==> src/rtl/imem_loader_pkg.sv <==
// Shared definitions for the instruction-memory loader.
// Optional stream checksum is built when IMEM_LOADER_CSUM_EN is defined.
package imem_loader_pkg;

  localparam int unsigned LANES              = 4;
  localparam int unsigned IMEM_BYTES_DEFAULT = 80;

  typedef enum logic [2:0] {
    IDLE,
    LEN_LO,
    LEN_HI,
    DATA,
`ifdef IMEM_LOADER_CSUM_EN
    CSUM,
`endif
    DONE,
    ERROR
  } state_t;

  typedef struct packed {
    logic in_ready;
    logic cpu_hold;
    logic load_done;
    logic load_error;
  } flags_t;

  // Output levels tied to each state, loaded together with the state register.
  function automatic flags_t state_flags(input state_t s);
    flags_t f;
    f.in_ready   = (s == LEN_LO) || (s == LEN_HI) || (s == DATA)
`ifdef IMEM_LOADER_CSUM_EN
                   || (s == CSUM)
`endif
                   ;
    f.cpu_hold   = (s != DONE);
    f.load_done  = (s == DONE);
    f.load_error = (s == ERROR);
    return f;
  endfunction

endpackage

==> src/rtl/imem_loader_word_assembler.sv <==
// Collects four stream bytes into a little-endian word; flags the word on lane 3.
module word_assembler
  import imem_loader_pkg::*;
(
  input  logic        clk,
  input  logic        reset,
  input  logic        clear,
  input  logic        take,
  input  logic [7:0]  in_byte,
  output logic [31:0] word,
  output logic        word_done
);

  logic [23:0] lanes_lo;
  logic [1:0]  lane;

  always_ff @(posedge clk or negedge reset) begin
    if (!reset) begin
      lanes_lo <= '0;
      lane     <= '0;
    end else if (clear) begin
      lanes_lo <= '0;
      lane     <= '0;
    end else if (take) begin
      if (lane != 2'(LANES - 1))
        lanes_lo[8*lane +: 8] <= in_byte;
      lane <= lane + 2'd1;
    end
  end

  // Lane 3 is forwarded straight from the stream so the word is ready on acceptance.
  assign word      = {in_byte, lanes_lo};
  assign word_done = take && (lane == 2'(LANES - 1));

endmodule

==> src/rtl/imem_loader.sv <==
// Byte-stream instruction-memory loader: length header, word writes, optional checksum.
// Checksum byte and CSUM state exist only when IMEM_LOADER_CSUM_EN is defined.
module imem_loader
  import imem_loader_pkg::*;
#(
  parameter int unsigned MEM_BYTES = IMEM_BYTES_DEFAULT,
  parameter int unsigned BASE_ADDR = 0
) (
  input  logic        clk,
  input  logic        reset,
  input  logic        start,
  input  logic [7:0]  in_byte,
  input  logic        in_valid,
  output logic        in_ready,
  output logic        wr_en,
  output logic [31:0] wr_addr,
  output logic [31:0] wr_data,
  output logic        cpu_hold,
  output logic        load_done,
  output logic        load_error
);

  localparam logic [31:0] AVAIL = 32'(MEM_BYTES - BASE_ADDR);
  localparam logic [31:0] BASE  = 32'(BASE_ADDR);

  state_t      state;
  flags_t      flags;
  logic [7:0]  len_lo;
  logic [15:0] len;
  logic [15:0] word_index;
  logic [31:0] asm_word;
  logic        asm_done;
  logic        accept;
  logic        restart;
  logic [15:0] hdr_len;
  logic [31:0] hdr_bytes;
`ifdef IMEM_LOADER_CSUM_EN
  logic [7:0]  csum;
`endif

  assign accept    = in_valid && flags.in_ready;
  assign restart   = start && ((state == DONE) || (state == ERROR));
  assign hdr_len   = {in_byte, len_lo};
  assign hdr_bytes = {14'b0, hdr_len, 2'b00};

  assign in_ready   = flags.in_ready;
  assign cpu_hold   = flags.cpu_hold;
  assign load_done  = flags.load_done;
  assign load_error = flags.load_error;

  word_assembler u_asm (
    .clk       (clk),
    .reset     (reset),
    .clear     (restart),
    .take      (accept && (state == DATA)),
    .in_byte   (in_byte),
    .word      (asm_word),
    .word_done (asm_done)
  );

  always_ff @(posedge clk or negedge reset) begin
    if (!reset) begin
      state      <= IDLE;
      flags      <= state_flags(IDLE);
      len_lo     <= '0;
      len        <= '0;
      word_index <= '0;
      wr_en      <= 1'b0;
      wr_addr    <= '0;
      wr_data    <= '0;
`ifdef IMEM_LOADER_CSUM_EN
      csum       <= '0;
`endif
    end else begin
      wr_en <= 1'b0;
      case (state)
        IDLE: begin
          state <= LEN_LO;
          flags <= state_flags(LEN_LO);
        end
        LEN_LO: if (accept) begin
          len_lo <= in_byte;
          state  <= LEN_HI;
          flags  <= state_flags(LEN_HI);
        end
        LEN_HI: if (accept) begin
          len <= hdr_len;
          if (hdr_bytes > AVAIL) begin
            state <= ERROR;
            flags <= state_flags(ERROR);
          end else if (hdr_len == 16'd0) begin
`ifdef IMEM_LOADER_CSUM_EN
            state <= CSUM;
            flags <= state_flags(CSUM);
`else
            state <= DONE;
            flags <= state_flags(DONE);
`endif
          end else begin
            state <= DATA;
            flags <= state_flags(DATA);
          end
        end
        DATA: if (accept) begin
`ifdef IMEM_LOADER_CSUM_EN
          csum <= csum ^ in_byte;
`endif
          if (asm_done) begin
            wr_en      <= 1'b1;
            wr_addr    <= BASE + {14'b0, word_index, 2'b00};
            wr_data    <= asm_word;
            word_index <= word_index + 16'd1;
            if (word_index == len - 16'd1) begin
`ifdef IMEM_LOADER_CSUM_EN
              state <= CSUM;
              flags <= state_flags(CSUM);
`else
              state <= DONE;
              flags <= state_flags(DONE);
`endif
            end
          end
        end
`ifdef IMEM_LOADER_CSUM_EN
        CSUM: if (accept) begin
          state <= (csum == in_byte) ? DONE : ERROR;
          flags <= state_flags((csum == in_byte) ? DONE : ERROR);
        end
`endif
        DONE, ERROR: if (start) begin
          state      <= LEN_LO;
          flags      <= state_flags(LEN_LO);
          word_index <= '0;
`ifdef IMEM_LOADER_CSUM_EN
          csum       <= '0;
`endif
        end
        default: begin
          state <= IDLE;
          flags <= state_flags(IDLE);
        end
      endcase
    end
  end

endmodule
==> config.mk <==
export PLATFORM = sky130hd
export DESIGN_NAME = imem_loader
export DESIGN_NICKNAME = d
export VERILOG_FILES = /design/src/rtl/imem_loader_pkg.sv /design/src/rtl/imem_loader_word_assembler.sv /design/src/rtl/imem_loader.sv
export SDC_FILE = /design/constraint.sdc
export NUM_CORES = 1
export LEC_CHECK = 0
export CAP_MARGIN = 10
export CORE_ASPECT_RATIO = 1.5
export CORE_MARGIN = 2
export CORE_UTILIZATION = 55
export CTS_CLUSTER_SIZE = 10
export DETAILED_ROUTE_END_ITERATION = 8
export GPL_TIMING_DRIVEN = 0
export PLACE_DENSITY = 0.77
export SKIP_CTS_REPAIR_TIMING = 1
export SLEW_MARGIN = 20
export SYNTH_ARGS = -nofsm -noshare
export SYNTH_HDL_FRONTEND = slang
export SYNTH_HIERARCHICAL = 1
export SYNTH_SLANG_ARGS = --single-unit
export TNS_END_PERCENT = 5
==> constraint.sdc <==
create_clock -name clk -period 3.5 [get_ports clk]
set_input_delay 0.7 -clock clk [delete_from_list [all_inputs] [get_ports clk]]
set_output_delay 0.7 -clock clk [all_outputs]
set_load 0.02 [all_outputs]
# [Word level (Yosys, flattened, before mapping)]
# Index checks and enable logic that the tools add are counted.
[classes] n_addsub=4 n_reduce_logical=17 order_cmp=1 mux=31 n_eq_ne=14 n_shift=2
[ops] op="24-bit two-way mux" count=3
[ops] op="16-bit two-way mux" count=3
[ops] op="5-bit negator with 34-bit output" count=1
[ops] op="8-bit by 34-bit variable shift with 24-bit output (first input constant)" count=1
[ops] op="8-bit by 34-bit indexed part select with 24-bit output" count=1
[ops] op="4-bit two-way mux" count=8
[ops] op="16-bit one-hot mux with 2 select lines" count=1
[ops] op="24-bit bitwise mux" count=1
[ops] op="3-bit two-way mux" count=8
[ops] op="4-bit one-hot mux with 5 select lines" count=1
[ops] op="18-bit by 7-bit > comparator with 1-bit output (second input constant)" count=1
[ops] op="16-bit by 1-bit adder with 16-bit output (second input constant)" count=1
[ops] op="16-bit == test" count=1
[ops] op="16-bit zero test" count=1
[ops] op="16-bit by 1-bit subtractor with 16-bit output (second input constant)" count=1
[ops] op="3-bit one-hot mux with 5 select lines" count=1
[ops] op="2-bit != test (second input constant)" count=6
[ops] op="3-bit by 2-bit == test with 1-bit output (second input constant)" count=2
[ops] op="3-bit == test (second input constant)" count=2
[ops] op="2-bit AND reduction" count=3
[ops] op="6-bit AND reduction" count=1
[ops] op="2-bit nonzero test" count=3
[ops] op="1-bit logical AND" count=4
[ops] op="2-bit two-way mux" count=2
[ops] op="10 further kinds" count=12
[totals] wordCells=82 output_inout_bits=69 ff_bits=122 input_bits=12

# [Depth between registers and ports, before layout]
[depth] ltp_word=6 ltp_mapped=12 depth_no_buf=11

# [Hierarchy]
# Netlist, hierarchy kept.
[by_module_without_submodules] mod="imem_loader" cells_per_inst=504 area_per_inst_um2=4734.5 seq_area_each_um2=2403.6 instances=1
[by_module_without_submodules] mod="word_assembler" cells_per_inst=105 area_per_inst_um2=1330.0 seq_area_each_um2=650.6 instances=1

# [Least setup slack after synthesis]
# No wires, ideal clock.
[synth_timing] kind="input -> register" startpoint="input port in_valid" endpoint="register flags, in the netlist in_ready" required_ps=3375 slack_ps=440 stages=10 n_path_buf=0 arrival_time_ps=2935 cell_sequence="and2_1 nand2_1 nor2_1 and2_2 nand3b_1 a21oi_1 a2111oi_0 nand3_1 o41ai_4 mux2_4"
[synth_via] elab_chain_cells=5 word_cells_on_any_way=8 classes_between="4 x eq/ne; 4 x reduce/logical"
[synth_rtl] item="start: declaration" line_no="imem_loader.sv:13" rtl="input logic in_valid,"
[synth_rtl] item="1-bit logical AND" line_no="imem_loader.sv:41" rtl="assign accept = in_valid && flags.in_ready;"
[synth_rtl] item="1-bit logical AND" line_no="imem_loader.sv:55" rtl=".take (accept && (state == DATA)),"
[synth_rtl] item="1-bit logical AND" line_no="imem_loader_word_assembler.sv:33" rtl="assign word_done = take && (lane == 2'(LANES - 1));"
[synth_rtl] item="net asm_done" line_no="imem_loader.sv:32" rtl="logic asm_done;"
[synth_rtl] item="2-bit != test (no source line)"
[synth_rtl] item="6-bit AND reduction (no source line)"
[synth_rtl] item="end signal: assignment" line_no="imem_loader.sv:64" rtl="flags <= state_flags(IDLE);"
[synth_rtl] item="end signal: assignment" line_no="imem_loader.sv:79" rtl="flags <= state_flags(LEN_LO);"
[synth_rtl] item="end signal: assignment" line_no="imem_loader.sv:84" rtl="flags <= state_flags(LEN_HI);"
[synth_rtl] item="end: declaration" line_no="imem_loader.sv:27" rtl="flags_t flags;"
# The timed path passes the listed nets, and every way through them passes these cells.
# A chain may end at the register's enable or synchronous reset.

# [Final worst setup path]
# Same ends and word-level chain as after synthesis.

==> reports/results.md <==
* routability-driven placement congestion ratio: 0.8351
* post-route cell area: 7660 um2
* clock insertion delay at the later pin of the skew report: 0.41 ns
* Total Routing Usage GR: 25.41%
* leakage power summed over all cells: 3.734 nW
* global-route track usage on met1: 29.38%
* antenna diode instance count: 0
* initial core utilization: 55.74%
* ratio of final minimum period to clock period: 95.39%
* cell area after technology mapping: 6065 um2
* sum of negative setup slack: 0 ns
* die area: 11,900 um2
* Final Max Tran Viols: 0
* largest net degree at the start of global routing: 65
* clock slew seen by the registers of the worst setup and hold paths: 0.06 ns
* routed wire length: 14,490 um
* required time worst endpoint: 3.80 ns
* crit path kind: primary input to register
* hold violation total from the final report: 0
* fill cell count: 814
* Min-Delay Path Class: primary input to async pin
* type of element launching the critical path: primary input
* worst setup slack after placement: -0.7362 ns
* unrepaired setup endpoints after global routing: no
* transition time at the pin with the least slew margin: 1.017 ns
* met2 usage in global routing: 45.16%
* FF+latch area: 3054 um2
* global routing usage on met3: 4.897%
* placed wire-length estimate after detailed placement: 10,040 um
* fraction of registers with async set/reset: 100.0%
* least setup slack across all paths after layout: 0.1615 ns
* first-pass GRT wire length: 23,920 um
* kind of end point of the critical path: register
* most heavily used metal layer in global routing: met2
* library cells used by synthesis: 61
* number of nets in the layout: 729
* total global routing overflow: 0
* count of mapped cells out of synthesis: 609
* I/O Buffers: 64
* footprint of the multi-input gates: 2694 um2
* number of flip-flops and latches in the synthesized netlist: 122
* worst hold slack: 0.2476 ns
* cell area reported after detailed placement: 6974 um2
* commonest cells after routing, fill and taps aside: nand2_1 (166), dfrtp_1 (121), clkdlybuf4s50_1 (63)
* synthesized area per cell: 9.958 um2
* register area share after synthesis: 50.36%
* max_cap viols: 0
* number of global-route vias before repair: 4,813
* number of synthesized flops with an enable pin: 0
* main flop type after synthesis: dfrtp_1
* total I/O pin count: 81
* Final Power: 5.385 mW
* data arrival at the endpoint of the critical path: 3.64 ns
* width of the chip: 89.74 um
* status: finished clean
* PwrDens: 703.0 nW/um2
* CTS tree: done
* final critical delay including setup and external delays: 3.339 ns
* Die Ht: 132.6 um
* detailed router's first-iteration violation count: 287
* Yosys warning count: 6
* depth of the worst register-to-register path: 8
* number of sinks handled by clock tree synthesis: 122
* max-slew headroom at the worst pin: 31.55%
* Core Box Area: 10,880 um2
* maximum frequency from static timing analysis: 299.5 MHz
* Detail Route Antenna Nets: 0
* Longest Clk Path Bufs: 2
* proportion of layout cells with a drive suffix above 1: 17.29%
* leading cell type in the layout, fill and taps excluded: nand2_1
* number of iterations in the first detailed-routing pass: 5
* Avg WL per Cell: 16.66 um
* total number of placement rows: 47
* antenna violations before repair: 0
* maximum resistive drop on vdd: 0.0003812 V
* cell chosen for the clock root: clkbuf_16
* number of DRC violations after detailed routing: 0
* total number of H-tree levels: 4
* vias after detailed routing: 4,700
* clock tree skew after final layout: 0.006856 ns
* maximum fanout encountered on the critical timing path: 5
* post-detailed-route via-to-cell ratio: 5.402
* number of buffers created by CTS: 17
* Synth-to-Final Area Change: 26.30%
* final setup violation count: 0
path summary, 6_finish.rpt:
| path | slack (ns) | start | end |
|---|---|---|---|
| min in group clk | 0.47 | u_asm/lanes_lo[18] | wr_data[18] |
| worst min-delay path | 0.25 | reset | in_ready |
| worst max-delay path | 0.16 | in_valid | in_ready |
| max in group asynchronous | 2.57 | reset | wr_data[12] |
| worst max register to register | 0.34 | len[4] | in_ready |
| worst min register to register | 0.47 | u_asm/lanes_lo[18] | wr_data[18] |
flip-flops by register name, indices dropped and copies added, names as in the netlist:
| name | cells |
|---|---|
| cpu_hold | 1 |
| word_index | 16 |
| in_ready | 1 |
| len | 16 |
| wr_en | 1 |
| state | 3 |
| len_lo | 8 |
| load_done | 1 |
| u_asm/lane | 2 |
| load_error | 1 |
| wr_addr | 16 |
| wr_data | 32 |
| u_asm/lanes_lo | 24 |
worst max-delay path: stages:
cell and delay [ns]:
clkdlybuf4s50_1 0.49, and2_1 0.18, nand2_1 0.12, nor2_2 0.25
and2_2 0.21, nand3b_1 0.11, a21oi_1 0.08, a2111oi_1 0.49
nand3_1 0.21, o41ai_4 0.46, mux2_4 0.34
stage by stage:
stage | utilization [%] | cells
6_report | 70.41 | 870
5_1_grt | 70.41 | 870
4_1_cts | 70.03 | 868
3_5_place_dp | 64.11 | 836
3_3_place_gp | 63.84 | 835
2_1_floorplan | - | 624
per-layer routing:
metal	vias to the layer above	part of all wire (%)	routed length [um]
met4	0	3.5	504
met2	133	54	7766
met5	-	0	0
met3	32	3.6	517
met1	2336	39	5705
li1	2199	-	-
report_power, final:
part / switching (mW) / internal, mW
clock: 0.656 / 1.23
sequential: 0.251 / 1.66
combinational: 0.843 / 0.737
total: 1.75 / 3.63
synth_stat cells, types with 4 or more instances:
| master | count | area share (%) |
|---|---|---|
| a211oi_1 | 6 | 0.74 |
| a21oi_1 | 8 | 0.66 |
| a22o_1 | 5 | 0.72 |
| a32o_1 | 4 | 0.66 |
| and2_1 | 5 | 0.52 |
| and3_1 | 13 | 1.3 |
| buf_4 | 24 | 3.0 |
| clkbuf_1 | 19 | 1.2 |
| dfrtp_1 | 121 | 50 |
| ha_1 | 7 | 1.4 |
| inv_1 | 23 | 1.4 |
| mux2_2 | 29 | 5.4 |
| mux2_4 | 6 | 1.5 |
| mux2i_1 | 11 | 1.8 |
| nand2_1 | 166 | 10 |
| nand2b_1 | 4 | 0.41 |
| nand3_1 | 10 | 0.83 |
| nand4_1 | 4 | 0.41 |
| nor2_1 | 24 | 1.5 |
| nor3_1 | 10 | 0.83 |
| nor4_1 | 6 | 0.62 |
| o21ai_0 | 13 | 1.1 |
| o22ai_1 | 4 | 0.41 |
| or4_1 | 5 | 0.62 |
| xnor2_1 | 18 | 2.6 |
| xor2_1 | 13 | 1.9 |
final cells by class:
cell class                 instances  share of cell area, %
multi-input combinational        428                  35.17
sequential                       122                  39.87
clock buffer                      19                  5.913
clock inverter                    13                  2.499
timing repair buffer              67                  8.935
inverter                          24                  1.225
buffer                            50                  3.986
tap                              147                  2.401
cell families after synthesis:
group,synth area share [%]
xor gates and xnor gates,4.848
buffers and inverters,6.478
DFF,50.36
adders and majority gates,1.444
muxes,8.686
other,0.06183
and+or+nand+nor,20.86
AOI/OAI and AO/OA,7.263
(Power assumes the default switching activity.)
